## config.mk

```make
export PLATFORM = sky130hd
export DESIGN_NAME = mem_access
export DESIGN_NICKNAME = d
export VERILOG_FILES = /design/src/rtl/mem_access_pkg.sv /design/src/rtl/mem_access_load_ext.sv /design/src/rtl/mem_access.sv
export SDC_FILE = /design/constraint.sdc
export NUM_CORES = 1
export LEC_CHECK = 0
export CORE_ASPECT_RATIO = 0.5
export CORE_MARGIN = 1.5
export CORE_UTILIZATION = 25
export CTS_BUF_LIST = sky130_fd_sc_hd__clkbuf_16
export DETAILED_ROUTE_END_ITERATION = 16
export PLACE_DENSITY_LB_ADDON = 0.2
export SYNTH_ARGS = -nofsm -noshare
export SYNTH_HDL_FRONTEND = slang
export SYNTH_HIERARCHICAL = 1
export SYNTH_SLANG_ARGS = --single-unit
```

## constraint.sdc

```tcl
create_clock -name clk_in -period 4.49 [get_ports clk_in]
set_clock_uncertainty 0.05 [all_clocks]
set_input_delay 1.347 -clock clk_in [delete_from_list [all_inputs] [get_ports clk_in]]
set_output_delay 1.347 -clock clk_in [all_outputs]
set_load 0.005 [all_outputs]
```

## src/rtl/mem_access_pkg.sv

```systemverilog
// Shared instruction codes, access lengths and bus widths
// for the memory access stage.
package mem_access_pkg;

   localparam int REG_ADDR_W = 5;
   localparam int INST_W     = 8;
   localparam int CSR_ADDR_W = 12;

   localparam logic [INST_W-1:0] INST_NOP = 8'h00;
   localparam logic [INST_W-1:0] INST_ADD = 8'h01;
   localparam logic [INST_W-1:0] INST_LB  = 8'h10;
   localparam logic [INST_W-1:0] INST_LH  = 8'h11;
   localparam logic [INST_W-1:0] INST_LW  = 8'h12;
   localparam logic [INST_W-1:0] INST_LBU = 8'h13;
   localparam logic [INST_W-1:0] INST_LHU = 8'h14;
   localparam logic [INST_W-1:0] INST_SB  = 8'h18;
   localparam logic [INST_W-1:0] INST_SH  = 8'h19;
   localparam logic [INST_W-1:0] INST_SW  = 8'h1A;

   localparam logic [1:0] LEN_BYTE = 2'b00;
   localparam logic [1:0] LEN_HALF = 2'b01;
   localparam logic [1:0] LEN_WORD = 2'b10;

   function automatic logic is_mem_op(input logic [INST_W-1:0] inst);
      return inst inside {INST_LB, INST_LH, INST_LW, INST_LBU,
                          INST_LHU, INST_SB, INST_SH, INST_SW};
   endfunction

   function automatic logic is_store(input logic [INST_W-1:0] inst);
      return inst inside {INST_SB, INST_SH, INST_SW};
   endfunction

   function automatic logic [1:0] len_of(input logic [INST_W-1:0] inst);
      logic [1:0] len;
      case (inst)
         INST_LB, INST_LBU, INST_SB: len = LEN_BYTE;
         INST_LH, INST_LHU, INST_SH: len = LEN_HALF;
         default:                    len = LEN_WORD;
      endcase
      return len;
   endfunction

endpackage

```

## src/rtl/mem_access_load_ext.sv

```systemverilog
// Load data extension: picks byte/half/word from the raw
// read data and sign- or zero-extends it.
module mem_load_ext
   import mem_access_pkg::*;
#(
   parameter int DATA_W = 32
) (
   input  logic [INST_W-1:0] inst,
   input  logic [DATA_W-1:0] raw,
   output logic [DATA_W-1:0] data
);

   always_comb begin
      data = raw;
      case (inst)
         INST_LB:  data = {{(DATA_W-8){raw[7]}}, raw[7:0]};
         INST_LBU: data = {{(DATA_W-8){1'b0}}, raw[7:0]};
         INST_LH:  data = {{(DATA_W-16){raw[15]}}, raw[15:0]};
         INST_LHU: data = {{(DATA_W-16){1'b0}}, raw[15:0]};
         default:  data = raw;
      endcase
   end

endmodule

```

## src/rtl/mem_access.sv

```systemverilog
// Memory access stage: issues one request per load/store,
// holds the pipeline until the controller completes it.
module mem_access
   import mem_access_pkg::*;
#(
   parameter int ADDR_W = 32,
   parameter int DATA_W = 32
) (
   input  logic                  clk_in,
   input  logic                  rst_in,
   input  logic                  rdy_in,
   input  logic [REG_ADDR_W-1:0] rd_address_in,
   input  logic [DATA_W-1:0]     rd_data_in,
   input  logic [INST_W-1:0]     inst_in,
   input  logic [ADDR_W-1:0]     mem_address_in,
   input  logic [CSR_ADDR_W-1:0] csr_in,
   input  logic                  csr_write_enable_in,
   input  logic [DATA_W-1:0]     csr_write_data_in,
   output logic [CSR_ADDR_W-1:0] csr_out,
   output logic                  csr_write_enable_out,
   output logic [DATA_W-1:0]     csr_write_data_out,
   output logic [REG_ADDR_W-1:0] rd_address_out,
   output logic [DATA_W-1:0]     rd_data_out,
   output logic                  stall_req_out,
   output logic                  mem_req_out,
   output logic                  mem_we_out,
   output logic [ADDR_W-1:0]     mem_addr_out,
   output logic [DATA_W-1:0]     mem_wdata_out,
   output logic [1:0]            mem_len_out,
   input  logic                  mem_busy_in,
   input  logic                  mem_done_in,
   input  logic [DATA_W-1:0]     mem_rdata_in
);

   localparam logic [1:0] IDLE = 2'd0;
   localparam logic [1:0] WAIT = 2'd1;
   localparam logic [1:0] DONE = 2'd2;

   logic [1:0]        state;
   logic [1:0]        state_nxt;
   logic [DATA_W-1:0] rdata_q;
   logic [DATA_W-1:0] ext_data;
   logic              mem_op;
   logic              store;
   logic              issue;

   assign mem_op = is_mem_op(inst_in);
   assign store  = is_store(inst_in);
   // Never issue while frozen: the state could not advance to WAIT.
   assign issue  = (state == IDLE) && mem_op && !mem_busy_in && rdy_in;

   assign mem_req_out   = rst_in && (issue || state == WAIT);
   assign mem_we_out    = mem_req_out && store;
   assign mem_addr_out  = mem_req_out ? mem_address_in : '0;
   assign mem_wdata_out = mem_we_out ? rd_data_in : '0;
   assign mem_len_out   = mem_req_out ? len_of(inst_in) : LEN_BYTE;
   assign stall_req_out = rst_in && mem_op && (state != DONE);

   assign csr_out              = rst_in ? csr_in : '0;
   assign csr_write_enable_out = rst_in && csr_write_enable_in;
   assign csr_write_data_out   = rst_in ? csr_write_data_in : '0;

   mem_load_ext #(.DATA_W(DATA_W)) u_ext (
      .inst (inst_in),
      .raw  (rdata_q),
      .data (ext_data)
   );

   always_comb begin
      state_nxt = state;
      unique case (state)
         IDLE:    if (issue) state_nxt = WAIT;
         WAIT:    if (mem_done_in) state_nxt = DONE;
         DONE:    state_nxt = IDLE;
         default: state_nxt = IDLE;
      endcase
   end

   always_ff @(posedge clk_in or negedge rst_in) begin
      if (!rst_in) begin
         state   <= IDLE;
         rdata_q <= '0;
      end else if (rdy_in) begin
         state <= state_nxt;
         if (state == WAIT && mem_done_in)
            rdata_q <= mem_rdata_in;
      end
   end

   always_comb begin
      rd_address_out = '0;
      rd_data_out    = '0;
      if (rst_in) begin
         if (!mem_op) begin
            rd_address_out = rd_address_in;
            rd_data_out    = rd_data_in;
         end else if (!store) begin
            rd_address_out = rd_address_in;
            if (state == DONE)
               rd_data_out = ext_data;
         end
      end
   end

endmodule

```

==> results.yml <==
setup_path:
  slowest_delay_ns: 0.45
  crit-reg2reg-capture: "rdata_q[11]"
  cp.arrival_ns: 3.09
  worstSetupPathType: "in -> out"
  rr_worst_depth: 4
  worstPathCellList: "buf_2 -> nor4_4 -> buf_4 -> buf_4 -> nand4_4 -> o2bb2ai_1 -> nand3_1 -> a21oi_1 -> clkdlybuf4s50_1"
  crit_slowest_cell: "clkdlybuf4s50_1"
  end_kind: "output port"
  worst_setup_path_start_kind: "primary input"
  cp_data_required_time_ns: 3.09
  r2r_slack_ns: 2.43
  crit_family: "buffers and inverters"
  critPathBufInv: 4
  r2r-start: "state[1]"
  crit_path_frequent_cell: "buf_4"
  worstPathMaxFanout: 8
power:
  clkPwrFrac_pct: 28.0
  power_density_mw_per_mm2: 162
  p_int_mw: 0.852
  swShare_pct: 26.4
  p_seq_share_pct: 33.5
  pwr-share-comb_pct: 38.5
  finalPower_mw: 1.16
  power.ir.vdd_worst_mv: 0.149
  p_switching_mw: 0.305
  p_leak_nw: 3.75
clock_network:
  clockRootBuffer: "clkbuf_16"
  path_clk_slew_ns: 0.05
  clock-sinks: 34
  ctsHtreeMaxLevel: 2
  cts-buffers-inserted: 5
  clockBufferDepth: 2
  clock_latency_ns: 0.27
  cts_tree: "yes"
yosys:
  yosysTopAreaCellShare_pct: 25.6
  synthCells: 397
  synth_warnings: 6
  synth_top_cells_by_area: "dfrtp_1 (26%), and2_1 (16%), mux2_2 (11%), and3_1 (6.4%), o2bb2ai_1 (6.1%)"
  synth-seq-cells: 34
  synth_nets: 556
  yosysSeqAreaShare_pct: 25.6
  synth_top_cell_by_area: "dfrtp_1"
  syn_area_mm2: 0.00332
  ys_types: 40
  syn_area_per_cell_um2: 8.36
drt:
  dr_total_vias: 4220
  first_pass_iters: 5
  routed_wl_mm: 15.8
  wirelength_met1_mm: 7.00
  routed-wl-met2_mm: 7.88
  wl_met3_um: 793
  antenna_left: 0
  drtIter0Drc: 243
  drcViolationCount: 0
  highest_layer: "met4"
  viasPerCell: 4.65
  wire_per_inst_um: 17.4
finish:
  fill_cells: 1233
  syn_to_final_growth_pct: 115
  nets: 896
  register_area_um2: 851
  n_antenna_cell: 0
  multi_input_comb_area_mm2: 0.00227
  final_cells: 908
  drive_above_1_share_pct: 19.5
floorplanning:
  rows: 29
  dieHeight_um: 84.5
  die-area_mm2: 0.0140
  io_pins: 310
  start_util_pct: 25.9
  core_area_mm2: 0.0128
  die_w_um: 166
grt:
  grt_pass1_wl_mm: 23.5
  grt_overflow: 0
  grt_max_degree: 49
  grt_pass1_vias: 4053
  grt_use_total_pct: 21.0
  antenna_found_initial: 0
timing:
  setup_viol: 0
  worst_pin_slew_ns: 0.574
  rsz0062_at_grt: "yes"
  finalMaxSlewViolations: 0
  post-route-period-util_pct: 99.9
  relSlewSlack_pct: 61.7
  hold_viol: 0
  timing.final.ws_setup_ns: 0.00655
  whs_ns: 0.454
  fmax_mhz: 223
  period_minus_slack_ns: 4.48
job:
  cap_violations: 0
worst_hold_path:
  hold_depth: 1
  hold_path.class: "reg -> reg"
  holdPathEnd: "rdata_q[17]"
  hold_start: "rdata_q[17]"
place:
  dp_hpwl_mm: 11.9
  gp_congestion: 0.869
  dp.cells: 870
  port_buffers: 309
  place_ws_ns: -0.580
outcome:
  status: "finished clean"
stage by stage:
step                      TNS, ns  instance area, µm²  utilization, %
after floorplan                 0                3320               -
after global placement     -45.79                6690            52.2
after detailed placement   -49.87                6690            52.2
after CTS                  -0.669                6930            54.1
after global routing       -0.331                7120            55.6
final                           0                7120            55.6
flip-flops by register name, summed over array words and instances, names as in the netlist:
register / count
state: 2
rdata_q: 32
what timing repair did:
| action | 4_1_cts | 5_1_grt |
|---|---|---|
| setup endpoints to repair | 106 | 43 |
| cloned | 3 | 2 |
| setup buffers | 10 | 16 |
| gates resized for setup | 116 | 58 |
| pin swaps | 6 | 6 |
| hold buffers | 0 | 0 |
worst max path at each step:
stage | start | end | cells past startpoint
2_1_floorplan | inst_in[1] | rd_data_out[21] | 7
3_3_place_gp | inst_in[5] | mem_wdata_out[18] | 8
6_report | inst_in[5] | rd_data_out[22] | 9
5_1_grt | inst_in[5] | rd_data_out[29] | 8
4_1_cts | inst_in[5] | rd_data_out[18] | 8
3_5_place_dp | inst_in[5] | mem_wdata_out[18] | 8
cells in the mapped netlist, drive strengths merged:
library cell,instances
a21o,1
a21oi,35
a22o,1
a22oi,9
a31oi,1
and2,83
and2b,1
and3,34
buf,27
clkbuf,18
clkinv,1
dfrtp,34
inv,3
mux2,32
mux2i,2
nand2,35
nand2b,2
nand3,33
nand3b,1
nand4,2
nand4b,1
nor2,2
nor2b,1
nor4,1
nor4b,5
o211a,1
o211ai,2
o21ai,3
o2bb2ai,24
or2,1
or2b,1
kinds of logic (layout without fill, tap and decap cells):
logic type,Yosys count,count (layout),synth area share (%)
AND/OR/NAND/NOR,203,205,38.3
AO/OA/AOI/OAI,77,77,16.1
buffers and inverters,49,388,8.56
multiplexers,34,34,11.5
flip-flops,34,34,25.6
power by group through the flow:
stage	Combinational (mW)	Sequential, mW	Clock [mW]
floorplan	0.176	0.377	0
global placement	0.432	0.390	0
detailed placement	0.438	0.391	0
CTS	0.440	0.386	0.330
global route	0.480	0.391	0.350
finish	0.445	0.387	0.324
placed cells by master (no fill, tap or decap), drive strengths merged, types with 5 or more instances in the layout:
master         synthesis  routed
nand3                 33      33
mux2                  32      32
clkbuf                18      16
a22oi                  9       9
clkdlybuf4s50          0     202
and3                  34      34
and2                  83      83
nor4b                  5       5
nand2                 35      35
dlygate4sd2            0      62
dfrtp                 34      34
buf                   27      74
dlymetal6s2s           0      27
o2bb2ai               24      24
a21oi                 35      35
routing by layer:
metal  GRT usage, %  vias up
li1               -     2074
met1           27.1     1983
met2           37.2      151
met3           3.63       12
met4           3.93        0
met5              0        -
area by class of cell:
| type | instances | area share, % |
|---|---|---|
| timing repair buffer | 376 | 51.0 |
| multi-input combinational | 316 | 31.8 |
| sequential | 34 | 11.9 |
| tap | 170 | 2.99 |
| clock buffer | 5 | 1.76 |
| clock inverter | 3 | 0.228 |
| inverter | 4 | 0.211 |
(Power assumes the default switching activity.)
